==> src/rtl/inst_prefetch_queue.sv <==
//==============================================================================
// Module   : inst_prefetch_queue
// Brief    : Sequential instruction prefetcher feeding decode through a
//            DEPTH-entry {PC, inst} FIFO; flushes on a taken-branch redirect.
//            Optional macro PREFETCH_STATS_EN adds fetch/flush counters.
// Revision : 1.0 - initial release
//==============================================================================
`default_nettype none

module inst_prefetch_queue #(
    parameter int          DEPTH    = 4,
    parameter logic [63:0] RESET_PC = 64'h0,
    parameter logic [31:0] NOP_INST = 32'h00000013
) (
    input  logic        CLK,
    input  logic        RESET,
    output logic        HTRANS,
    output logic [63:0] HADDR,
    input  logic        HREADY,
    input  logic [63:0] HRDATA,
    input  logic        take_branch,
    input  logic [63:0] branch_PC,
    input  logic [63:0] take_branch_offset,
    input  logic        stall,
    output logic        inst_valid,
    output logic [31:0] inst,
    output logic [63:0] PC
`ifdef PREFETCH_STATS_EN
    ,
    output logic [31:0] fetch_count,
    output logic [31:0] flush_count
`endif
);

    localparam int c_PTR_W = $clog2(DEPTH);
    localparam int c_CNT_W = c_PTR_W + 1;

    typedef enum logic [1:0] {
        S_IDLE   = 2'd0,
        S_REQ    = 2'd1,
        S_DATA   = 2'd2,
        S_SQUASH = 2'd3
    } state_t;

    state_t               r_state;
    logic [63:0]          r_fetch_pc;
    logic [63:0]          r_data_addr;
    logic [c_PTR_W-1:0]   r_wr_ptr;
    logic [c_PTR_W-1:0]   r_rd_ptr;
    logic [c_CNT_W-1:0]   r_count;
    logic [63:0]          r_pc_mem   [DEPTH];
    logic [31:0]          r_inst_mem [DEPTH];

    logic                 w_empty;
    logic                 w_full;
    logic                 w_push;
    logic                 w_pop;
    logic [63:0]          w_target;
    logic [31:0]          w_fetched_inst;

    assign w_empty        = (r_count == '0);
    assign w_full         = (r_count == c_CNT_W'(DEPTH));
    assign w_push         = (r_state == S_DATA) && HREADY;
    assign w_pop          = !w_empty && !stall;
    assign w_target       = (branch_PC + take_branch_offset) & ~64'h3;
    assign w_fetched_inst = r_data_addr[2] ? HRDATA[63:32] : HRDATA[31:0];

    assign HTRANS     = (r_state == S_REQ);
    assign HADDR      = r_fetch_pc;
    assign inst_valid = !w_empty;
    assign inst       = w_empty ? NOP_INST : r_inst_mem[r_rd_ptr];
    assign PC         = w_empty ? 64'h0    : r_pc_mem[r_rd_ptr];

    always_ff @(posedge CLK or negedge RESET) begin
        if (!RESET) begin
            r_state     <= S_IDLE;
            r_fetch_pc  <= RESET_PC;
            r_data_addr <= '0;
            r_wr_ptr    <= '0;
            r_rd_ptr    <= '0;
            r_count     <= '0;
        end else if (take_branch) begin
            // Redirect wins over any push/pop this cycle; an in-flight data
            // phase still has to drain, hence SQUASH rather than IDLE.
            r_fetch_pc <= w_target;
            r_rd_ptr   <= r_wr_ptr;
            r_count    <= '0;
            r_state    <= ((r_state == S_DATA) || (r_state == S_SQUASH)) ? S_SQUASH : S_IDLE;
        end else begin
            if (w_push) r_wr_ptr <= r_wr_ptr + c_PTR_W'(1);
            if (w_pop)  r_rd_ptr <= r_rd_ptr + c_PTR_W'(1);
            case ({w_push, w_pop})
                2'b10:   r_count <= r_count + c_CNT_W'(1);
                2'b01:   r_count <= r_count - c_CNT_W'(1);
                default: r_count <= r_count;
            endcase
            case (r_state)
                S_IDLE: begin
                    if (!w_full) r_state <= S_REQ;
                end
                S_REQ: begin
                    if (HREADY) begin
                        r_data_addr <= r_fetch_pc;
                        r_fetch_pc  <= r_fetch_pc + 64'd4;
                        r_state     <= S_DATA;
                    end
                end
                S_DATA: begin
                    // Only one fetch is ever outstanding, so a slot is free
                    // after this push unless it fills the last one unpopped.
                    if (HREADY)
                        r_state <= (w_pop || (r_count != c_CNT_W'(DEPTH - 1))) ? S_REQ : S_IDLE;
                end
                S_SQUASH: begin
                    if (HREADY) r_state <= S_REQ;
                end
                default: r_state <= S_IDLE;
            endcase
        end
    end

    always_ff @(posedge CLK) begin
        if (w_push && !take_branch) begin
            r_pc_mem[r_wr_ptr]   <= r_data_addr;
            r_inst_mem[r_wr_ptr] <= w_fetched_inst;
        end
    end

`ifdef PREFETCH_STATS_EN
    logic [31:0] r_fetch_count;
    logic [31:0] r_flush_count;

    always_ff @(posedge CLK or negedge RESET) begin
        if (!RESET) begin
            r_fetch_count <= '0;
            r_flush_count <= '0;
        end else if (take_branch) begin
            r_flush_count <= r_flush_count + 32'd1;
        end else if (w_push) begin
            r_fetch_count <= r_fetch_count + 32'd1;
        end
    end

    assign fetch_count = r_fetch_count;
    assign flush_count = r_flush_count;
`endif

endmodule

`default_nettype wire
==> config.mk <==
export PLATFORM = sky130hd
export DESIGN_NAME = inst_prefetch_queue
export DESIGN_NICKNAME = d
export VERILOG_FILES = /design/src/rtl/inst_prefetch_queue.sv
export SDC_FILE = /design/constraint.sdc
export NUM_CORES = 1
export LEC_CHECK = 0
export CORE_ASPECT_RATIO = 0.75
export CORE_MARGIN = 4
export CORE_UTILIZATION = 30
export DETAILED_ROUTE_END_ITERATION = 8
export HOLD_SLACK_MARGIN = 0.12
export PLACE_DENSITY_LB_ADDON = 0.25
export SYNTH_ARGS = -nofsm -noshare
export SYNTH_HDL_FRONTEND = slang
export SYNTH_SLANG_ARGS = --single-unit
==> constraint.sdc <==
create_clock -name CLK -period 5.6 [get_ports CLK]
set_clock_uncertainty 0.2 [all_clocks]
set_input_delay 0.84 -clock CLK [delete_from_list [all_inputs] [get_ports CLK]]
set_output_delay 0.84 -clock CLK [all_outputs]
set_load 0.01 [all_outputs]
==> qor.csv <==
metric,value,unit
finalCritPeriodShare,0.777,
remaining_drc_errors,0,
clock_sinks,509,
grt_max_degree,134,
startpoint,r_rd_ptr[0],
cp.required,4560,ps
initial_core_util,0.303,
wl_per_cell,21.6,microns
synth-edff-count,376,
globalRouteTotalUtil,0.156,
via_per_inst,4.91,
root_buffer,clkbuf_16,
max-cap-violations,0,
placed_area,0.0292,sq mm
regArea,0.0146,sq mm
reg2reg_to,HADDR[62],
r2r-start,HADDR[2],
cp_slowest_cell,dfrtp_4,
power_density,446,mW/mm^2
p_leak,11.0,nW
holdCritPathClass,flop to flop,
finish.instance_area,0.0311,sq mm
path_buf_inv,2,
ys.warnings.count,0,
antenna_found_initial,1,
synth_ff_type,edfxtp_1,
first_pass_iters,6,
ys_seq_area_frac,0.599,
fp.dieW,337,microns
min_period,4350,ps
path_clk_slew,60,ps
cts_setup_buffers,0,
syn_to_final_growth,27.3,%
endpoint_kind,output pin,
coreArea,0.0805,sq mm
ctsHoldBuffers,0,
synth_cell_types,95,
r2r_cells,8,
worstPathArrival,3310,ps
drt_wl_total,68600,microns
final_layout_size_suffix_gt1_frac,0.168,
rrSetupSlack,2230,ps
place_ws,1470,ps
critical_path.max_stage_delay,970,ps
grt_pass1_wl,101000,microns
overflow,0,
hold_viol,0,
critical_path_class,flop to output pin,
relSlewSlack,0.269,
grt_pass1_vias,16100,
fill_cells,7555,
netlist_area,0.0244,sq mm
hold_slack,316,ps
fin_ws,1250,ps
globalplace.congestion,0.830,
portBuffers,354,
final-setup-viol-count,0,
via_count,15600,
synth_top_area_share,0.463,
synth_top_area_cell,edfxtp_1,
cp-start-kind,flop,
cts_made_buffers,54,
rows,90,
drt-initial-drc-count,941,
cp-endpoint,inst[13],
timing.final.max_slew_violations,0,
h-tree-depth,2,
clkLatencyLatePin,600,ps
ys_ff_latch,509,
cp_cell_sequence,buf_4 > mux4_2 > and2_1 > clkdlybuf4s50_1,
die_area,0.0860,sq mm
cts_tree,built,
ys_top_cells_by_area,"edfxtp_1 46%, dfrtp_1 14%, mux4_2 8.7%",
finalSetupTns,0,ps
async_reset_ff_frac,0.261,
status,"complete, no violations",
die_y,255,microns
vdd_ir_drop_max,0.254,mV
cp_max_fo,35,
crit_family,flip-flops,
cp.depth,4,
fin_util,0.386,
syn_inst,1709,
finalNetCount,2338,
rsz0062_at_grt,no,
fmax,230,MHz
cts_resized,0,
avgSynthCellArea,14.3,sq um
clockBufferDepth,3,
multiInputGateArea,0.00937,sq mm
pin_count,359,
ant_nets,0,
dp_hpwl,48500,microns
worst_slew_pin_slew,1090,ps
Yosys cell counts, drive strengths merged (9+ instances only):
library cell	instances
o21bai	14
nor3	16
and3	16
dfrtp	133
nand3	38
and4	10
nand2	103
o21ai	58
mux2	94
nor2	77
xor2	47
mux4	94
and2	105
a21oi	106
xnor2	68
a21o	30
nand2b	9
clkbuf	51
buf	26
nand4	31
inv	30
ha	67
edfxtp	376
stage by stage:
stage | total power [mW] | instances
finish | 13.9 | 3179
detailed placement | 10.4 | 3074
CTS | 14.1 | 3176
global placement | 10.3 | 3074
global route | 14.7 | 3178
floorplan | 7.93 | 1712
per-layer routing:
layer,global-route usage,vias to the layer above,share of wire
li1,-,7256,-
met1,0.228,7818,0.48
met2,0.239,434,0.44
met3,0.0308,95,0.061
met4,0.0378,0,0.020
met5,0,-,0
flip-flops by register name, summed over array words and instances (netlist names):
name / flops
r_pc_mem: 248
r_inst_mem: 128
HADDR: 62
r_data_addr: 62
r_count: 3
r_rd_ptr: 2
r_state: 2
r_wr_ptr: 2
worst min path at each step:
stage | from | end | slack (ps) | cells after the start
4_1_cts | RESET | r_data_addr[3] | 130 | 2
3_5_place_dp | r_data_addr[54] | r_pc_mem[3][54] | 300 | 0
5_1_grt | r_data_addr[54] | r_pc_mem[3][54] | 330 | 0
3_3_place_gp | r_data_addr[56] | r_pc_mem[2][56] | 290 | 0
2_1_floorplan | r_data_addr[10] | r_pc_mem[0][10] | 270 | 0
6_report | r_data_addr[54] | r_pc_mem[3][54] | 320 | 0
logic make-up after synthesis:
group	synth area share
xor gates and xnor gates	0.0413
buffers and inverters	0.0186
other	0.000154
muxes	0.133
adders and majority gates	0.0352
AOI/OAI and AO/OA	0.0740
and+or+nand+nor	0.0990
DFF	0.599
where the power goes:
group	switching [mW]	internal (mW)
clock	1.48	2.16
combinational	2.10	2.47
sequential	0.833	4.84
total	4.41	9.46
layout by cell type, fill, tap and decap left out, types with 24 or more instances in the layout:
cell,count
clkdlybuf4s50_1,352
dfrtp_1,130
ha_1,67
nand2_1,101
a21o_1,28
inv_1,29
and2_1,100
nor2_1,74
xor2_1,47
mux2_2,94
a21oi_1,105
clkbuf_16,57
edfxtp_1,376
nand4_1,29
nand3_1,37
xnor2_1,68
o21ai_0,54
buf_4,24
mux4_2,94
final cells by class:
cell class              count  area share
inverters                  31     0.00374
clock buffers              67      0.0477
well taps                1058      0.0426
clock inverters            35      0.0111
repair buffers            382       0.122
flip-flops and latches    509       0.471
multi-input cells        1095       0.302
diodes                      2    0.000161
Note: power is estimated with default switching activity, not from simulation.
